**src/rtl/hdmi_audio_pkg.sv**
```systemverilog
// Shared constants and types for the HDMI audio sample receive path.
package hdmi_audio_pkg;

    localparam logic [7:0] PKT_TYPE_AUDIO_SAMPLE    = 8'h02;
    localparam logic [7:0] PKT_TYPE_ACR             = 8'h01;
    localparam logic [7:0] PKT_TYPE_AUDIO_INFOFRAME = 8'h84;

    localparam int unsigned NUM_SUBPACKETS = 4;
    localparam int unsigned SUB_WIDTH      = 56;
    localparam int unsigned SAMPLE_WIDTH   = 24;
    localparam int unsigned CS_FRAMES      = 192;

    localparam int unsigned SUB_LEFT_LSB  = 0;
    localparam int unsigned SUB_RIGHT_LSB = 24;
    localparam int unsigned SUB_V_LEFT    = 48;
    localparam int unsigned SUB_U_LEFT    = 49;
    localparam int unsigned SUB_C_LEFT    = 50;
    localparam int unsigned SUB_P_LEFT    = 51;
    localparam int unsigned SUB_V_RIGHT   = 52;
    localparam int unsigned SUB_U_RIGHT   = 53;
    localparam int unsigned SUB_C_RIGHT   = 54;
    localparam int unsigned SUB_P_RIGHT   = 55;

    typedef struct packed {
        logic [SAMPLE_WIDTH-1:0] right;
        logic [SAMPLE_WIDTH-1:0] left;
    } stereo_sample_t;

    typedef enum logic {
        IN_IDLE,
        IN_UNPACK
    } in_state_t;

    typedef enum logic {
        OUT_PREFILL,
        OUT_RUN
    } out_state_t;

    // Even parity over the sample and its V,U,C,P bits.
    function automatic logic channel_parity_ok(input logic [SAMPLE_WIDTH-1:0] sample,
                                               input logic [3:0] vucp);
        return ~(^{sample, vucp});
    endfunction

endpackage

```
**src/rtl/audio_sample_fifo.sv**
```systemverilog
// Single-clock FIFO of stereo samples with show-ahead read data and occupancy.
module audio_sample_fifo
    import hdmi_audio_pkg::*;
#(
    parameter int unsigned DEPTH = 16
) (
    input  logic                       clk_audio,
    input  logic                       reset,
    input  logic                       wr_en,
    input  stereo_sample_t             wr_data,
    input  logic                       rd_en,
    output stereo_sample_t             rd_data_c,
    output logic [$clog2(DEPTH):0]     count
);

    localparam int unsigned PTR_W = $clog2(DEPTH);
    localparam int unsigned CNT_W = PTR_W + 1;

    stereo_sample_t   mem [DEPTH];
    logic [PTR_W-1:0] wr_ptr;
    logic [PTR_W-1:0] rd_ptr;

    always_ff @(posedge clk_audio) begin
        if (reset) begin
            wr_ptr <= '0;
            rd_ptr <= '0;
            count  <= '0;
        end else begin
            if (wr_en) begin
                wr_ptr <= wr_ptr + PTR_W'(1);
            end
            if (rd_en) begin
                rd_ptr <= rd_ptr + PTR_W'(1);
            end
            count <= count + CNT_W'(wr_en) - CNT_W'(rd_en);
        end
    end

    always_ff @(posedge clk_audio) begin
        if (wr_en) begin
            mem[wr_ptr] <= wr_data;
        end
    end

    assign rd_data_c = mem[rd_ptr];

endmodule

```
**src/rtl/hdmi_audio_sample_unpacker.sv**
```systemverilog
// Unpacks 2-channel audio sample packets into a FIFO, collects left-channel
// status bits and streams one stereo sample per clk_audio cycle.
module hdmi_audio_sample_unpacker
    import hdmi_audio_pkg::*;
#(
    parameter int unsigned AUDIO_BIT_WIDTH = 16,
    parameter int unsigned FIFO_DEPTH      = 16,
    parameter int unsigned PREFILL         = 8
) (
    input  logic                            clk_audio,
    input  logic                            reset,
    input  logic                            pkt_valid,
    output logic                            pkt_ready,
    input  logic [23:0]                     pkt_header,
    input  logic [3:0][SUB_WIDTH-1:0]       pkt_sub,
    output logic [1:0][AUDIO_BIT_WIDTH-1:0] audio_sample_word,
    output logic                            audio_valid,
    output logic [CS_FRAMES-1:0]            channel_status,
    output logic                            channel_status_valid,
    output logic                            parity_error,
    output logic                            underrun,
    output logic                            dropped
);

    localparam int unsigned CNT_W = $clog2(FIFO_DEPTH) + 1;
    localparam int unsigned IDX_W = 8;

    in_state_t                 in_state, in_next;
    out_state_t                out_state, out_next;
    logic [1:0]                idx;
    logic [3:0]                present_q, flat_q, b_q;
    logic [3:0][SUB_WIDTH-1:0] sub_q;
    logic [SUB_WIDTH-1:0]      cur_sub;
    logic                      accept, latch, drop, parity_fail, ready_next;
    logic                      left_ok, right_ok;
    logic                      wr_en, rd_en, run_empty;
    stereo_sample_t            wr_data, rd_data_c;
    logic [CNT_W-1:0]          occ, occ_next;
    logic [IDX_W-1:0]          frame_idx;
    logic [CS_FRAMES-1:0]      cs_shift;
    logic                      unused_bits;

    assign accept   = pkt_valid && pkt_ready;
    assign cur_sub  = sub_q[idx];
    assign left_ok  = channel_parity_ok(cur_sub[SUB_LEFT_LSB +: SAMPLE_WIDTH], cur_sub[SUB_V_LEFT +: 4]);
    assign right_ok = channel_parity_ok(cur_sub[SUB_RIGHT_LSB +: SAMPLE_WIDTH], cur_sub[SUB_V_RIGHT +: 4]);
    assign occ_next = occ + CNT_W'(wr_en) - CNT_W'(rd_en);
    assign ready_next = (in_next == IN_IDLE) && (occ_next <= CNT_W'(FIFO_DEPTH - 4));
    assign unused_bits = ^{pkt_header[15:13], rd_data_c};

    // Input FSM: admit packets, then write one subpacket per cycle.
    always_comb begin
        in_next     = in_state;
        latch       = 1'b0;
        drop        = 1'b0;
        wr_en       = 1'b0;
        wr_data     = '0;
        parity_fail = 1'b0;
        case (in_state)
            IN_IDLE: begin
                if (accept && (pkt_header[7:0] == PKT_TYPE_AUDIO_SAMPLE)) begin
                    if (pkt_header[12]) begin
                        drop = 1'b1;
                    end else begin
                        latch   = 1'b1;
                        in_next = IN_UNPACK;
                    end
                end
            end
            IN_UNPACK: begin
                if (present_q[idx]) begin
                    wr_en = 1'b1;
                    if (!flat_q[idx]) begin
                        if (left_ok) begin
                            wr_data.left = cur_sub[SUB_LEFT_LSB +: SAMPLE_WIDTH];
                        end
                        if (right_ok) begin
                            wr_data.right = cur_sub[SUB_RIGHT_LSB +: SAMPLE_WIDTH];
                        end
                        parity_fail = !left_ok || !right_ok;
                    end
                end
                if (idx == 2'd3) begin
                    in_next = IN_IDLE;
                end
            end
            default: in_next = IN_IDLE;
        endcase
    end

    always_ff @(posedge clk_audio) begin
        if (reset) begin
            in_state     <= IN_IDLE;
            idx          <= '0;
            present_q    <= '0;
            flat_q       <= '0;
            b_q          <= '0;
            sub_q        <= '0;
            pkt_ready    <= 1'b0;
            dropped      <= 1'b0;
            parity_error <= 1'b0;
        end else begin
            in_state     <= in_next;
            pkt_ready    <= ready_next;
            dropped      <= drop;
            parity_error <= parity_fail;
            if (latch) begin
                present_q <= pkt_header[11:8];
                flat_q    <= pkt_header[19:16];
                b_q       <= pkt_header[23:20];
                sub_q     <= pkt_sub;
                idx       <= '0;
            end else if (in_state == IN_UNPACK) begin
                idx <= idx + 2'd1;
            end
        end
    end

    // Channel status: frame 0 enters at the top and shifts down to bit 0.
    always_ff @(posedge clk_audio) begin
        if (reset) begin
            frame_idx            <= '0;
            cs_shift             <= '0;
            channel_status       <= '0;
            channel_status_valid <= 1'b0;
        end else begin
            channel_status_valid <= 1'b0;
            if (wr_en) begin
                if (b_q[idx]) begin
                    if (frame_idx == IDX_W'(CS_FRAMES)) begin
                        channel_status       <= cs_shift;
                        channel_status_valid <= 1'b1;
                    end
                    cs_shift  <= {cur_sub[SUB_C_LEFT], (CS_FRAMES-1)'(0)};
                    frame_idx <= IDX_W'(1);
                end else if (frame_idx != IDX_W'(CS_FRAMES)) begin
                    cs_shift  <= {cur_sub[SUB_C_LEFT], cs_shift[CS_FRAMES-1:1]};
                    frame_idx <= frame_idx + IDX_W'(1);
                end
            end
        end
    end

    audio_sample_fifo #(
        .DEPTH (FIFO_DEPTH)
    ) u_fifo (
        .clk_audio (clk_audio),
        .reset     (reset),
        .wr_en     (wr_en),
        .wr_data   (wr_data),
        .rd_en     (rd_en),
        .rd_data_c (rd_data_c),
        .count     (occ)
    );

    // Output FSM: hold until prefilled, then drain one entry per cycle.
    always_comb begin
        out_next  = out_state;
        rd_en     = 1'b0;
        run_empty = 1'b0;
        case (out_state)
            OUT_PREFILL: begin
                if (occ >= CNT_W'(PREFILL)) begin
                    out_next = OUT_RUN;
                end
            end
            OUT_RUN: begin
                if (occ == '0) begin
                    run_empty = 1'b1;
                    out_next  = OUT_PREFILL;
                end else begin
                    rd_en = 1'b1;
                end
            end
            default: out_next = OUT_PREFILL;
        endcase
    end

    always_ff @(posedge clk_audio) begin
        if (reset) begin
            out_state         <= OUT_PREFILL;
            audio_sample_word <= '0;
            audio_valid       <= 1'b0;
            underrun          <= 1'b0;
        end else begin
            out_state   <= out_next;
            audio_valid <= rd_en;
            underrun    <= run_empty;
            if (rd_en) begin
                audio_sample_word[0] <= rd_data_c.left[SAMPLE_WIDTH-1 -: AUDIO_BIT_WIDTH];
                audio_sample_word[1] <= rd_data_c.right[SAMPLE_WIDTH-1 -: AUDIO_BIT_WIDTH];
            end else begin
                audio_sample_word <= '0;
            end
        end
    end

endmodule

```
**config.mk**
```make
export PLATFORM = sky130hd
export DESIGN_NAME = hdmi_audio_sample_unpacker
export DESIGN_NICKNAME = d
export VERILOG_FILES = /design/src/rtl/hdmi_audio_pkg.sv /design/src/rtl/audio_sample_fifo.sv /design/src/rtl/hdmi_audio_sample_unpacker.sv
export SDC_FILE = /design/constraint.sdc
export NUM_CORES = 2
export LEC_CHECK = 0
export ABC_AREA = 0
export CAP_MARGIN = 20
export CORE_ASPECT_RATIO = 2
export CORE_UTILIZATION = 35
export DETAILED_ROUTE_END_ITERATION = 12
export HOLD_SLACK_MARGIN = 0.05
export PLACE_DENSITY = 0.62
export SYNTH_ARGS = -nofsm -noshare
export SYNTH_HDL_FRONTEND = slang
export SYNTH_SLANG_ARGS = --single-unit
```
**constraint.sdc**
```tcl
create_clock -name clk_audio -period 5.8 [get_ports clk_audio]
set_input_delay 1.74 -clock clk_audio [delete_from_list [all_inputs] [get_ports clk_audio]]
set_output_delay 1.74 -clock clk_audio [all_outputs]
set_load 0.02 [all_outputs]
```
---- Word-level counts from Yosys, hierarchy flattened ----
Memory sizes are Yosys's and may differ from the RTL's. A register that Yosys moved wholly into a read port is not among the register bits.
Cells that the tools add are included.
storage, ports and cells
  register bits ........................... 651
  memory bits (writable) .................. 768
  input bits .............................. 251
  memories ................................ 1
memory list
  memory      depth  width  rd ports  clocked after Yosys merged registers in  wr ports  line                     RTL
  u_fifo.mem  16     48     1         1                                        1         audio_sample_fifo.sv:19  stereo_sample_t mem [DEPTH];
operators by class
  reductions and logical operators ........ 16
  bitwise gates (word level) .............. 8
  magnitude comparators ................... 3
  equal/unequal tests ..................... 4
  multiplexer cells ....................... 33
  add/subtract/negate cells ............... 6
operators with widths
  operator               number
  $mux W192              2
  $mux W48               3
  $bmux W56 S2           1
  $mux W56               1
  $reduce_xor A28 Y1     2
  $mux W24               2
  $mux W1                17
  $mux W8                2
  $add A4 B1 Y4 const B  2
  $add A8 B1 Y8 const B  1
  $eq A8 B2 Y1 const B   1
  $eq A8 B8 Y1 const B   1
  $ne A8 B8 Y1 const B   1
  $not A1 Y1             8
  $bmux W1 S2            3
  $reduce_or A2 Y1       3
  $reduce_or A3 Y1       2
  $add A5 B1 Y5          1
  $ge A5 B4 Y1 const B   1
  $le A5 B4 Y1 const B   1
  $logic_not A5 Y1       1
  $sub A5 B1 Y5          1
  $pmux W1 S2            2
  $reduce_or A4 Y1       1
  8 further kinds        10

---- Logic depth before layout (Yosys ltp) ----
  depth in word-level cells ............... 8
  depth in mapped cells ................... 17
  depth with buffers taken out ............ 14

---- Modules after synthesis ----
A second synthesis with hierarchy kept.
second synthesis, totals
  cells, all modules ...................... 4,135
  area, all modules ....................... 54,644.9 µm²
modules (own cells, without submodules)
  module                      times used  area each (µm²)  cells an instance
  audio_sample_fifo           1           29,483.3         1,264
  hdmi_audio_sample_unpacker  1           25,161.6         2,871

---- Least setup slack after synthesis ----
OpenSTA, ideal clock, no wires.
  path type ............................... reg2reg
  from .................................... register idx[1]
  to ...................................... memory u_fifo.mem[3][10] (netlist bit) (enable)
  clock period less this slack ............ 4,501 ps
  stages on the path, launching flop included .. 9
  path slack .............................. 1,299 ps
  data arrival time ....................... 4,040 ps
  setup time .............................. 461 ps
  path through ............................ dfxtp_1 > buf_2 > buf_1 > mux4_2 > and2_1 > clkbuf_1 > clkbuf_1 > nand2_1 > nor3_1
on the way
  longest elaborated chain between the ends .. 6
ends and longest elaborated chain
  item                           line                               RTL
  from (decl)                    hdmi_audio_sample_unpacker.sv:30   logic [1:0] idx;
  from (signal assigned)         hdmi_audio_sample_unpacker.sv:114  idx <= idx + 2'd1;
  $bmux W1 S2                    hdmi_audio_sample_unpacker.sv:71   if (present_q[idx]) begin
  $mux W1 (implied by the code)  hdmi_audio_sample_unpacker.sv:71
  $mux W1                        hdmi_audio_sample_unpacker.sv:71
  $mux W1                        hdmi_audio_sample_unpacker.sv:59   case (in_state)
  $mux W1                        audio_sample_fifo.sv:40            if (wr_en) begin
  $mux W1 (implied by the code)  audio_sample_fifo.sv:41            mem[wr_ptr] <= wr_data;
  to (decl)                      audio_sample_fifo.sv:19
No other way between the ends. The select of a mux whose other input is x is not followed.

==> impl_results.md <==
- Status: finished, final reports clean
- Worst slew margin: 0.2545
- All-layer global routing usage: 0.1811
- Initial antenna violation count: 2
- Longest Clk Path Bufs: 3
- Slew Limit Fails: 0
- Post-CTS setup buffer count: 0
- Kind of critical path: flip-flop to flip-flop
- CTS resizes: 0
- RSZ-0062 raised after global routing: false
- Worst VDD drop: 0.0002510 V
- Cts hold-fix bufs: 0
- Die ar.: roughly 0.13 mm^2
- Sequential power share: 0.502
- Number of H-tree levels: 3
- Syn Nets: 4,011
- Slew @ Worst Pin: roughly 1.1 ns
- Drc violations: 0
- Clk_skew: between 0.05 and 0.06 ns
- Syn Area/Cell: approximately 12 um^2
- GRT met2 Usage: 0.3245
- Fmax: approximately 0.24 GHz
- Setup violations, final: 0
- Via count: slightly below 30,000
- Largest net degree at the start of global routing: roughly 210
- TNS Setup: 0 ns
- Gr busiest metal: met2
- Post-route ant nets: 0
- Post-synthesis sequential area ratio: 0.6481
- Final worst path period share: 0.7136
- Die Width: about 260 um
- GRT overflow: 0
- Data arrival, critical path: approximately 4.6 ns
- # IOs: 481
- FFs w/ async S/R, synth: 0
- Drt via density: between 4 and 5
- Final Hold Vio Count: 0
- Max-cap viol count: 0
- Worst-path clk slew: 0.06 ns
- Comb pwr share: 0.083
- Commonest non-fill, non-tap cell in the layout: nand2_1
- Synthesized area: 0.04482 mm^2
- Final net count: 4,379
- Yosys reg bits: 1,195
- Clk pwr share: 0.415
- Site Rows: about 190
- TritonCTS clock tree: built
- CP Launch Type: flip-flop
- Vias in the first global route: a little under 30,000
- TritonCTS Buffers: ~110
- WL per Instance: between 15 and 20 um
- Count of buffers from port buffering: approximately 480
- Primary FF master, synth: dfxtp_1
- Min Tclk post-route: about 4.1 ns
- Sw Share: 0.2301
- Crit. End Element: flip-flop
- Largest area contributor in the synthesized netlist: edfxtp_1
- Layout area overhead: 22.65%
- Synth area leaders: edfxtp_1 34%, dfxtp_1 31%, mux4_2 8.3%, nand2_1 7.3%, a21oi_1 4.9%
- Yosys cell types: 42
- Crit-path max FO: 34
- Clk root buf: clkbuf_16
- Worst Hold Slack: between 0.4 and 0.5 ns
- Worst Hold Class: flip-flop to flip-flop
- Ys Warns: 0
- Int Power: approximately 0.014 W
- Initial drt markers: between 1,500 and 2,000
- Synth top area share: 0.3430
- Synth Instances: 3,744
- Post-synth EDFFs: 512
- Switching Power: between 0.004 and 0.005 W
- Commonest cells after routing, fill and taps aside: 874 x nand2_1, 677 x dfxtp_1, 512 x edfxtp_1, 476 x clkdlybuf4s50_1, 437 x a21oi_1
- Initial DRT Pass Iterations: 5
- GRT met3 Usage: 0.04646
- Clk_lat worst skew: 0.74 ns
- Core area: approximately 0.13 mm^2
- Met1 usage: 0.2069
- Initial Util: 0.3527
- GPL Wtd Cong: a little over 0.8
- CP required: slightly above 6 ns
- Pwr dens: 322.9 mW/mm^2
- P_leak: 17.05 nW
- CTS sink cnt: roughly 1,200
- First-pass GRT wire length: between 150,000 and 200,000 um
- Share of cells above drive strength 1: 0.1066
- DRT Wirelength: ~120,000 um
- Die Height: a little over 500 um
- Dpl hpwl: between 70,000 and 80,000 um
[logic make-up (layout without fill, tap and decap cells)]
group,Yosys count,in the layout,synth area share
AOI/OAI and AO/OA,701,701,0.09287
muxes,204,204,0.09379
and+or+nand+nor,1209,1209,0.1077
buffers and inverters,305,764,0.02886
adders and majority gates,16,16,0.004634
DFF,1195,1195,0.6481
other,0,3,0
xor gates and xnor gates,114,114,0.02406
[registers in the layout (all words and copies together) (netlist names)]
signal                count
audio_sample_word        32
audio_valid               1
b_q                       4
channel_status          192
channel_status_valid      1
cs_shift                192
dropped                   1
flat_q                    4
frame_idx                 8
idx                       2
in_state                  1
out_state                 1
parity_error              1
pkt_ready                 1
present_q                 4
sub_q                   224
u_fifo.count              5
u_fifo.mem              512
u_fifo.rd_ptr             4
u_fifo.wr_ptr             4
underrun                  1
[per-layer routing]
layer | vias up | wire, um
met5 | - | 0
met4 | 0 | 3194
li1 | 13940 | -
met1 | 14280 | 45090
met3 | 143 | 8046
met2 | 769 | 61150
[stage by stage]
stage                     instances  total power, W  utilization  cell area (um^2)  setup WS [ns]
after floorplan                3744         0.01001            -             44820          1.299
after global placement         5683         0.01060       0.4032             51240          1.132
after detailed placement       5683         0.01061       0.4032             51240          1.145
after CTS                      5882         0.01803       0.4322             54920          1.479
after global routing           5887         0.01842       0.4326             54970          1.387
final                          5889         0.01775       0.4326             54970          1.661
[power groups by stage]
stage          clock (W)  combinational [W]  sequential (W)
2_1_floorplan          0           0.000898         0.00911
3_3_place_gp           0            0.00150         0.00910
3_5_place_dp           0            0.00151         0.00911
4_1_cts          0.00760            0.00151         0.00892
5_1_grt          0.00788            0.00162         0.00893
6_report         0.00736            0.00148         0.00891
[layout make-up]
cell class,count,area (um^2)
inverter,25,93.84
sequential,1195,29070
tap,1683,2106
multi-input combinational,2244,14570
fill,11790,72110
clock inverter,58,669.4
clock buffer,141,3008
antenna,3,7.507
timing repair buffer,540,5455
[critical path, stage by stage, from the launching register on]
cell and delay (ns):
dfxtp_4 0.84, mux4_1 0.80, xnor2_1 0.31, xnor2_1 0.16, xnor2_1 0.15, xnor3_1 0.55, nor2_4 0.39, and2_1 0.59
[cell usage after synthesis, types with 3 or more instances]
master	count
nor3_1	16
nand3_1	6
a211oi_1	65
xnor2_1	88
nor2_1	229
buf_1	19
clkbuf_1	191
a21oi_1	437
and2_1	17
mux2i_1	33
dfxtp_1	683
ha_1	15
nor2b_1	34
buf_6	5
inv_1	25
xnor2_2	7
or2_2	4
mux4_2	165
a22oi_1	192
edfxtp_1	512
xor2_1	17
buf_2	63
nand2b_1	6
nand4_1	3
nand2_1	874
nor3_2	10
mux4_1	6
[worst paths after layout]
path / start / to / slack, ns / cells past startpoint
worst max register to register: idx[0] / u_fifo.mem[9][36] / 1.66 / 7
worst min register to register: cs_shift[177] / channel_status[177] / 0.45 / 2
worst min-delay path: cs_shift[177] / channel_status[177] / 0.45 / 2
worst max-delay path: idx[0] / u_fifo.mem[9][36] / 1.66 / 7
No activity file was read; power rests on OpenSTA's default activity.
